<file path="src/rtl/sub_div_ctrl.sv">
// Repeated-subtraction divide sequencer driving an external subtractor SFR.
// Quotient counts subtractions; remainder is the SFR value left at the end.
module sub_div_ctrl #(
  parameter int SIZE = 32
) (
  input  logic            clk,
  input  logic            rst,
  input  logic            start,
  input  logic [SIZE-1:0] dividend,
  input  logic [SIZE-1:0] divisor,
  input  logic [SIZE-1:0] sfr_q,
  output logic            sfr_ld,
  output logic            sfr_sub,
  output logic [SIZE-1:0] sfr_d,
  output logic [SIZE-1:0] sfr_s,
  output logic            busy,
  output logic            done,
  output logic            div_by_zero,
  output logic [SIZE-1:0] quotient,
  output logic [SIZE-1:0] remainder
);

  typedef enum logic [1:0] {
    IDLE,
    LOAD,
    CHECK,
    DONE
  } state_e;

  state_e          state_q, state_d;
  logic [SIZE-1:0] dvd_q, dvd_d;
  logic [SIZE-1:0] dvs_q, dvs_d;
  logic [SIZE-1:0] quo_q, quo_d;
  logic [SIZE-1:0] rem_q, rem_d;
  logic            dbz_q, dbz_d;
  logic            sub_q, sub_d;

  // sub_q is computed one cycle ahead from the value the SFR will hold,
  // so the strobe is registered yet lines up with the current sfr_q.
  always_comb begin
    state_d = state_q;
    dvd_d   = dvd_q;
    dvs_d   = dvs_q;
    quo_d   = quo_q;
    rem_d   = rem_q;
    dbz_d   = dbz_q;
    sub_d   = 1'b0;
    unique case (state_q)
      IDLE: begin
        if (start) begin
          dvd_d = dividend;
          dvs_d = divisor;
          quo_d = '0;
          rem_d = '0;
          dbz_d = 1'b0;
          if (divisor == '0) begin
            state_d = DONE;
            dbz_d   = 1'b1;
            quo_d   = '1;
            rem_d   = dividend;
          end else begin
            state_d = LOAD;
          end
        end
      end
      LOAD: begin
        sub_d   = (dvd_q >= dvs_q);
        state_d = CHECK;
      end
      CHECK: begin
        if (sub_q) begin
          quo_d = quo_q + SIZE'(1);
          sub_d = ((sfr_q - dvs_q) >= dvs_q);
        end else begin
          rem_d   = sfr_q;
          state_d = DONE;
        end
      end
      DONE: state_d = IDLE;
      default: state_d = IDLE;
    endcase
  end

  always_ff @(posedge clk) begin
    if (rst) begin
      state_q <= IDLE;
      dvd_q   <= '0;
      dvs_q   <= '0;
      quo_q   <= '0;
      rem_q   <= '0;
      dbz_q   <= 1'b0;
      sub_q   <= 1'b0;
    end else begin
      state_q <= state_d;
      dvd_q   <= dvd_d;
      dvs_q   <= dvs_d;
      quo_q   <= quo_d;
      rem_q   <= rem_d;
      dbz_q   <= dbz_d;
      sub_q   <= sub_d;
    end
  end

  assign sfr_ld      = (state_q == LOAD);
  assign sfr_sub     = sub_q;
  assign sfr_d       = dvd_q;
  assign sfr_s       = dvs_q;
  assign busy        = (state_q != IDLE);
  assign done        = (state_q == DONE);
  assign div_by_zero = dbz_q;
  assign quotient    = quo_q;
  assign remainder   = rem_q;

endmodule

</file>
<file path="config.mk">
export PLATFORM = sky130hd
export DESIGN_NAME = sub_div_ctrl
export DESIGN_NICKNAME = d
export VERILOG_FILES = /design/src/rtl/sub_div_ctrl.sv
export SDC_FILE = /design/constraint.sdc
export NUM_CORES = 1
export LEC_CHECK = 0
export CORE_UTILIZATION = 45
export CTS_BUF_LIST = sky130_fd_sc_hd__clkbuf_2 sky130_fd_sc_hd__clkbuf_4 sky130_fd_sc_hd__clkbuf_8
export CTS_CLUSTER_DIAMETER = 200
export DETAILED_ROUTE_END_ITERATION = 8
export HOLD_SLACK_MARGIN = 0.08
export PLACE_DENSITY = 0.75
export SLEW_MARGIN = 30
export SYNTH_ARGS = -nofsm -noshare
export SYNTH_HDL_FRONTEND = slang
export SYNTH_SLANG_ARGS = --single-unit
</file>
<file path="constraint.sdc">
create_clock -name clk -period 8.2 [get_ports clk]
set_clock_uncertainty 0.15 [all_clocks]
set_input_delay 2.46 -clock clk [delete_from_list [all_inputs] [get_ports clk]]
set_output_delay 2.46 -clock clk [all_outputs]
set_load 0.01 [all_outputs]
</file>
==> flow_metrics.env, run 1 <==
export IMPL_die_y_um=141
export IMPL_ys_top_cells_by_count="nand2_1 (199), a21oi_1 (143), dfxtp_1 (132)"
export IMPL_clock_sinks=132
export IMPL_ys_seq_area_share_pct=30.4
export IMPL_crit_fanout=3
export IMPL_gr_total_overflow=0
export IMPL_dieArea_mm2=0.0199
export IMPL_min_period_ns=6.33
export IMPL_synth_edf_count=0
export IMPL_synth_cell_type_count=59
export IMPL_cts_setup_buffers=0
export IMPL_worstPathRequired_ns=8.37
export IMPL_run_status="complete, no violations"
export IMPL_synth_cells=1141
export IMPL_n_antenna_cell=0
export IMPL_core_mm2=0.0188
export IMPL_ys_async_sr_fraction_pct=0
export IMPL_hpwl_um=19800
export IMPL_vias=9174
export IMPL_cts_buffers=17
export IMPL_fin_cells=1609
export IMPL_synthFlopType="dfxtp_1"
export IMPL_worstHoldPathType="reg -> reg"
export IMPL_fp_dieW_um=141
export IMPL_drt_iter0_drc=719
export IMPL_cts_resized=0
export IMPL_grt_pass1_vias=8457
export IMPL_dp_slack_ns=1.44
export IMPL_clock_fmax_ghz=0.158
export IMPL_syn_num_nets=1342
export IMPL_routed_wl_um=27300
export IMPL_critPathKind="in -> reg"
export IMPL_ios=232
export IMPL_clockRootBuffer="clkbuf_8"
export IMPL_insertion_delay_ns=0.46
export IMPL_grt_pass1_wl_um=43400
export IMPL_fin_nets=1537
export IMPL_fin_ws_ns=1.87
export IMPL_maxSlewHeadroom_pct=42.3
export IMPL_grt_util_met3_pct=5.88
export IMPL_endpoint_kind="register"
export IMPL_setup_viol=0
export IMPL_cp_arrival_ns=6.50
export IMPL_vias_per_cell=5.70
export IMPL_yosysTopAreaCell="dfxtp_1"
export IMPL_grtUsageMet2_pct=43.8
export IMPL_rsz0062_at_grt="false"
export IMPL_cts_buffer_depth=2
export IMPL_dp_cells=1577
export IMPL_wl_per_cell_um=16.9
export IMPL_hold_viol=0
export IMPL_power_density_mw_per_mm2=231
export IMPL_cts_tree="built"
export IMPL_std_cell_rows=50
export IMPL_worst_slew_pin_slew_ns=0.865
export IMPL_dr_pass1_iters=5
export IMPL_clk_pin_slew_ns=0.09
export IMPL_antenna_found_initial=0
export IMPL_area_growth_pct=33.3
export IMPL_drive_gt1_share_pct=4.30
export IMPL_io_buffers=231
export IMPL_start_util_pct=46.1
export IMPL_htree_levels=4
export IMPL_fin_crit_sh_pct=77.2
export IMPL_worstSetupStartpointType="primary input"
export IMPL_synthTopCellsByArea="dfxtp_1 (30%), ha_1 (15%), nand2_1 (8.6%)"
export IMPL_gr_usage_met1_pct=36.4
export IMPL_cap_viol_max_count=0
export IMPL_drv_slew=0
export IMPL_leakage_nw=4.46
export IMPL_finalSetupTns_ns=0
export IMPL_busiest_layer="met2"
export IMPL_drtAntennaViolNets=0
export IMPL_gp_congestion=0.916
export IMPL_ys_warnings_count=0
export IMPL_grtUsageTotal_pct=27.4
export IMPL_total_power_w=0.00268
export IMPL_yosysTopAreaCellShare_pct=30.4
export IMPL_fillers=1676
export IMPL_yosysMostFrequentCell="nand2_1"
export IMPL_netlist_area_mm2=0.00869
export IMPL_peakVddDrop_mv=0.149
export IMPL_hold_buffers=0
export IMPL_ys_ff_latch=132
export IMPL_grt_max_degree=81
export IMPL_avgSynthCellArea_um2=7.62
export IMPL_post_route_drc_count=0
-- cell families after synthesis --
kind of cell | count (synthesis) | share of synthesized area (%)
buffers and inverters | 107 | 4.81
adders and majority gates | 102 | 14.8
DFF | 132 | 30.4
and+or+nand+nor | 418 | 21.8
xor gates and xnor gates | 30 | 3.02
AOI/OAI and AO/OA | 351 | 25.1
muxes | 1 | 0.115
-- worst paths after layout --
kind	start	end	slack (ns)	cells past startpoint
max	sfr_q[0]	sfr_sub	1.87	20
min	sfr_s[7]	sfr_s[7]	0.32	2
max reg2reg	sfr_s[0]	sfr_sub	3.94	18
min reg2reg	sfr_s[7]	sfr_s[7]	0.32	2
-- through the flow --
stage,utilization (%),cell area [um2],hold slack (ns)
2_1_floorplan,-,8690,0.331
3_3_place_gp,59.3,11200,0.307
3_5_place_dp,59.3,11200,0.309
4_1_cts,61.5,11600,0.320
5_1_grt,61.5,11600,0.341
6_report,61.5,11600,0.321
-- worst max-delay path: stages --
cell	delay [ns]
clkdlybuf4s50_1	0.46
inv_1	0.08
ha_1	0.16
inv_1	0.07
fa_1	0.40
a21o_1	0.20
a221o_1	0.37
a31oi_1	0.27
o21ai_1	0.15
nand3_1	0.13
a32oi_2	0.14
nor4_1	0.30
a211oi_1	0.10
ha_1	0.30
nand4_1	0.13
nor3_1	0.07
a211oi_1	0.19
o21ai_0	0.12
a221oi_1	0.26
o21ai_0	0.14
-- power by group --
part | switching, W | total [W] | internal, W
logic | 0.000701 | 0.00127 | 0.000565
clock network | 0.000289 | 0.000606 | 0.000316
registers | 0.0000683 | 0.000807 | 0.000739
-- state kept, by name (all words and copies together), names as in the netlist --
register and cells:
state_q 2, sfr_sub 1, remainder 32, quotient 32, sfr_d 32, div_by_zero 1
sfr_s 32
-- per-layer routing --
layer	vias to the layer above	wire length (um)
met3	44	2020
li1	4502	-
met2	349	12300
met1	4279	12400
met4	0	608
met5	-	0
-- area by class of cell --
| cell class | instances | area (um2) | area share [%] |
|---|---|---|---|
| sequential | 132 | 2640 | 22.8 |
| clock inverter | 13 | 171 | 1.48 |
| multi-input combinational | 902 | 5650 | 48.8 |
| clock buffer | 19 | 255 | 2.20 |
| inverter | 43 | 161 | 1.39 |
| timing repair buffer | 240 | 2380 | 20.5 |
| tap | 260 | 325 | 2.81 |
-- layout by cell type, fill, tap and decap left out, types with 12 or more instances in the layout --
cell             instances
xnor2_1                 12
nor2_1                  69
inv_1                   43
a221oi_1                33
nand3_1                 12
a211oi_1                12
xor2_1                  18
o21ai_0                 65
clkbuf_8                18
dfxtp_1                132
nor4_1                  14
nand2_1                198
a21oi_1                143
ha_1                   100
nor3_1                  58
nand4_1                 17
a21o_1                  49
clkdlybuf4s50_1        230
(Power assumes the default switching activity.)
==> run 2, diff against run 1 <==
- PLACE_DENSITY: 0.75 -> 0.78
- clock period: 8.2 -> 5.2 ns (I/O delays scaled with it)
==> run 2 against run 1 <==
Effect of this change: clock power rose by 41%; global-route usage increased by 0.88 points; critical path depth unchanged; register-to-register slack got worse by 2.9 ns; via count grew 3.1%; flip-flop and latch count stayed put; non-clock buffer count increased by 74.
==> flow_metrics.env, run 2 (synthesis results as in run 1) <==
export IMPL_run_status="complete, no violations"
export IMPL_die_y_um=141
export IMPL_ios=232
export IMPL_gr_total_overflow=0
export IMPL_dp_cells=1646
export IMPL_wl_per_cell_um=16.8
export IMPL_rr_startpoint="sfr_s[0]"
export IMPL_clock_fmax_ghz=0.198
export IMPL_worst_r2r_cell_count=20
export IMPL_peakVddDrop_mv=0.229
export IMPL_dr_pass1_iters=5
export IMPL_worstPathRequired_ns=5.38
export IMPL_drv_slew=0
export IMPL_cts_buffer_depth=2
export IMPL_r2r_setup_slack_ns=1.00
export IMPL_clk_pin_slew_ns=0.08
export IMPL_grt_pass1_wl_um=44800
export IMPL_crit_fanout=4
export IMPL_hold_buffers=0
export IMPL_hpwl_um=20700
export IMPL_grtUsageTotal_pct=28.2
export IMPL_clock_sinks=132
export IMPL_grt_pass1_vias=8859
export IMPL_worstHoldPathType="reg -> reg"
export IMPL_power_density_mw_per_mm2=352
export IMPL_drive_gt1_share_pct=10.4
export IMPL_vias_per_cell=5.62
export IMPL_fin_crit_sh_pct=97.1
export IMPL_io_buffers=231
export IMPL_layout_cells_most_common="clkdlybuf4s50_1"
export IMPL_maxSlewHeadroom_pct=41.0
export IMPL_fp_dieW_um=141
export IMPL_worst_slew_pin_slew_ns=0.862
export IMPL_antenna_found_initial=0
export IMPL_cp_arrival_ns=5.23
export IMPL_critPathKind="in -> reg"
export IMPL_fin_cells=1682
export IMPL_fin_nets=1611
export IMPL_insertion_delay_ns=0.47
export IMPL_drt_iter0_drc=657
export IMPL_holdPathStages=2
export IMPL_hold_path_startpoint="sfr_s[30]"
export IMPL_post_route_drc_count=0
export IMPL_mostFrequentLayoutCells="clkdlybuf4s50_1 (228), nand2_1 (198), a21oi_1 (139)"
export IMPL_dieArea_mm2=0.0199
export IMPL_start_util_pct=46.1
export IMPL_cap_viol_max_count=0
export IMPL_clockRootBuffer="clkbuf_8"
export IMPL_routed_wl_um=28300
export IMPL_min_period_ns=5.05
export IMPL_area_growth_pct=40.1
export IMPL_hold_viol=0
export IMPL_core_mm2=0.0188
export IMPL_setup_viol=0
export IMPL_grt_max_degree=69
export IMPL_worstSetupStartpointType="primary input"
export IMPL_gp_congestion=0.890
export IMPL_hold_end="sfr_s[30]"
export IMPL_leakage_nw=4.82
export IMPL_drtAntennaViolNets=0
export IMPL_std_cell_rows=50
export IMPL_cts_tree="built"
export IMPL_htree_levels=4
export IMPL_n_antenna_cell=0
export IMPL_endpoint_kind="register"
export IMPL_cts_buffers=17
export IMPL_worstReg2RegEnd="sfr_sub"
export IMPL_vias=9461
export IMPL_whs_ns=0.321
-- run 2: cell types whose count changed in the layout (fill, tap and decap cells not counted), moves of 3 or more --
cell	previous run	this run
o21ai_0	65	62
buf_4	10	84
a21oi_2	1	5
a21oi_1	143	139
clkinv_4	1	4
-- run 2: worst max-delay path, stage by stage --
cell,delay [ns]
clkdlybuf4s50_1,0.46
ha_1,0.36
a21o_1,0.19
a21oi_2,0.19
a21oi_2,0.09
o211ai_1,0.27
buf_4,0.17
a21oi_2,0.06
a211oi_2,0.24
o21ai_0,0.13
xor2_1,0.16
ha_1,0.30
a21o_1,0.16
a21o_1,0.18
a21oi_2,0.13
o21ai_1,0.08
a32oi_1,0.16
nand2_1,0.08
a221oi_2,0.17
o21ai_1,0.09
-- run 2: layout make-up --
cell class / count / area (um2)
clock buffers: 18 / 248
clock inverters: 13 / 126
fillers: 1645 / 6660
inverters: 43 / 161
multi-input cells: 902 / 5730
flip-flops and latches: 132 / 2640
well taps: 260 / 325
repair buffers: 314 / 2940
-- run 2: power breakdown --
part / internal (W) / total (W) / switching (W) / leakage, nW
registers: 0.00117 / 0.00127 / 0.000106 / 1.08
logic: 0.000998 / 0.00215 / 0.00116 / 3.56
clock network: 0.000394 / 0.000857 / 0.000464 / 0.183
-- run 2: per-stage QoR --
| stage | setup TNS [ns] | utilization [%] | power, W | area, um2 | setup slack [ns] |
|---|---|---|---|---|---|
| 2_1_floorplan | 0 | - | 0.00253 | 8690 | 0.203 |
| 3_3_place_gp | -0.445 | 62.0 | 0.00336 | 11700 | -0.445 |
| 3_5_place_dp | -0.535 | 62.0 | 0.00339 | 11700 | -0.535 |
| 4_1_cts | 0 | 64.1 | 0.00426 | 12100 | 0.00228 |
| 5_1_grt | -0.0145 | 64.7 | 0.00459 | 12200 | -0.0145 |
| 6_report | 0 | 64.7 | 0.00428 | 12200 | 0.150 |
-- run 2: worst max path at each step --
stage             start      end  slack, ns  cells past startpoint
6_report       sfr_q[3]  sfr_sub       0.15                     20
5_1_grt        sfr_q[3]  sfr_sub      -0.01                     20
4_1_cts        sfr_q[0]  sfr_sub      0.002                     22
3_5_place_dp   sfr_q[0]  sfr_sub      -0.53                     22
3_3_place_gp   sfr_q[0]  sfr_sub      -0.45                     22
2_1_floorplan  sfr_q[0]  sfr_sub       0.20                     21
-- run 2: repair_timing --
action | CTS | global route
setup buffers | 0 | 5
endpoints found under the hold margin | 0 | 0
pin swaps | 3 | 18
gates resized for setup | 4 | 18
setup endpoints to repair | 1 | 1
-- run 2: layer usage --
layer / track usage [%] / up-vias / routed length, um
li1: - / 4644 / -
met1: 36.8 / 4441 / 12800
met2: 46.5 / 334 / 13100
met3: 6.15 / 42 / 1910
met4: 8.81 / 0 / 523
met5: 0 / - / 0
==> run 3, diff against run 2 <==
- SETUP_SLACK_MARGIN: not set -> 0.05
==> run 3 against run 2 <==
Effect of this change: clock-buffer cell count did not move; first-iteration DRC count rose by 2.7%; wire length shrank 0.15%; core utilization hardly changed; largest cell class unchanged; highest routed layer unchanged.
==> flow_metrics.env, run 3 (synthesis results as in run 1) <==
export IMPL_run_status="complete, no violations"
export IMPL_min_period_ns=4.94
export IMPL_area_growth_pct=40.1
export IMPL_rsz0062_at_grt="false"
export IMPL_grtUsageTotal_pct=28.2
export IMPL_dp_slack_ns=-0.535
export IMPL_hold_buffers=0
export IMPL_clock_sinks=132
export IMPL_power_density_mw_per_mm2=352
export IMPL_design_area_mm2=0.0122
export IMPL_fin_crit_sh_pct=95.0
export IMPL_clockRootBuffer="clkbuf_8"
export IMPL_start_util_pct=46.1
export IMPL_worstHoldPathType="reg -> reg"
export IMPL_clk_pin_slew_ns=0.09
export IMPL_post_route_drc_count=0
export IMPL_clock_fmax_ghz=0.203
export IMPL_cts_buffers=17
export IMPL_fillers=1643
export IMPL_routed_wl_um=28200
export IMPL_cts_buffer_depth=2
export IMPL_insertion_delay_ns=0.46
export IMPL_placed_cell_area_mm2=0.0117
export IMPL_cap_viol_max_count=0
export IMPL_setup_viol=0
export IMPL_drive_gt1_share_pct=10.6
export IMPL_worstPathRequired_ns=5.38
export IMPL_vias=9431
export IMPL_core_mm2=0.0188
export IMPL_hpwl_um=20700
export IMPL_drt_iter0_drc=675
export IMPL_crit_fanout=3
export IMPL_cp_arrival_ns=5.12
export IMPL_ios=232
export IMPL_worst_slew_pin_slew_ns=0.822
export IMPL_vias_per_cell=5.61
export IMPL_grt_pass1_wl_um=44800
export IMPL_fp_dieW_um=141
export IMPL_drv_slew=0
export IMPL_critPathKind="in -> reg"
export IMPL_dr_pass1_iters=5
export IMPL_whs_ns=0.320
export IMPL_io_buffers=231
export IMPL_std_cell_rows=50
export IMPL_peakVddDrop_mv=0.227
export IMPL_leakage_nw=4.81
export IMPL_die_y_um=141
export IMPL_worstSetupStartpointType="primary input"
export IMPL_fin_nets=1609
export IMPL_cts_tree="built"
export IMPL_grt_pass1_vias=8870
export IMPL_maxSlewHeadroom_pct=43.7
export IMPL_endpoint_kind="register"
export IMPL_fin_ws_ns=0.262
export IMPL_dieArea_mm2=0.0199
export IMPL_hold_viol=0
export IMPL_gp_congestion=0.890
export IMPL_layout_cells_most_common="clkdlybuf4s50_1"
export IMPL_htree_levels=4
export IMPL_n_antenna_cell=0
export IMPL_grt_max_degree=69
export IMPL_mostFrequentLayoutCells="clkdlybuf4s50_1 (227), nand2_1 (198), a21oi_1 (139)"
export IMPL_antenna_found_initial=0
export IMPL_gr_total_overflow=0
export IMPL_wl_per_cell_um=16.8
export IMPL_drtAntennaViolNets=0
## run 3: timing repair
item                                    CTS  global route
resized for setup                        10            18
setup buffers                             2             1
pin swaps                                12            15
endpoints found under the setup margin    1             1
## run 3: per-layer routing
metal  global-route usage [%]  share of wire, %
met1                     36.8                45
met2                     46.5                46
met3                     6.08               6.6
met4                     8.87               1.9
met5                        0                 0
## run 3: worst max-delay path, cell delays in order
cell           delay [ns]
dlygate4sd2_1        0.24
inv_1                0.06
ha_2                 0.18
inv_2                0.04
fa_2                 0.38
a21o_1               0.18
a221o_1              0.38
o22a_1               0.21
a31o_1               0.22
nand3_2              0.10
nand2_2              0.08
o31ai_4              0.19
xnor2_1              0.10
ha_2                 0.17
a21o_1               0.16
a21o_1               0.18
a21oi_2              0.11
o21ai_1              0.06
a32oi_1              0.16
nand2_1              0.08
a221oi_2             0.17
o21ai_1              0.09
## run 3: power breakdown
group	internal, W	total (W)	switching, W
registers	0.00117	0.00127	0.000106
logic	0.000999	0.00215	0.00116
clock network	0.000394	0.000858	0.000464
## run 3: final timing paths
| check | slack [ns] | end | depth (start not counted) | from |
|---|---|---|---|---|
| max | 0.26 | sfr_sub | 22 | sfr_q[0] |
| min | 0.32 | sfr_s[30] | 2 | sfr_s[30] |
| min reg2reg | 0.32 | sfr_s[30] | 2 | sfr_s[30] |
| max reg2reg | 1.13 | sfr_sub | 20 | sfr_s[0] |
## run 3: final cells by class
cell class	count	area, um2	share of cell area (%)
Clock buffer	18	248	2.03
Clock inverter	13	126	1.04
Inverter	43	161	1.33
Multi-Input combinational cell	902	5750	47.2
Sequential cell	132	2640	21.7
Tap cell	260	325	2.67
Timing Repair Buffer	312	2920	24.0
## run 3: per-stage QoR
stage	util [%]	instances	power, W	setup TNS [ns]
floorplan	-	1141	0.00253	0
global placement	62.0	1646	0.00336	-0.445
detailed placement	62.0	1646	0.00339	-0.535
CTS	64.2	1679	0.00427	0
global route	64.7	1680	0.00459	0
finish	64.7	1680	0.00428	0
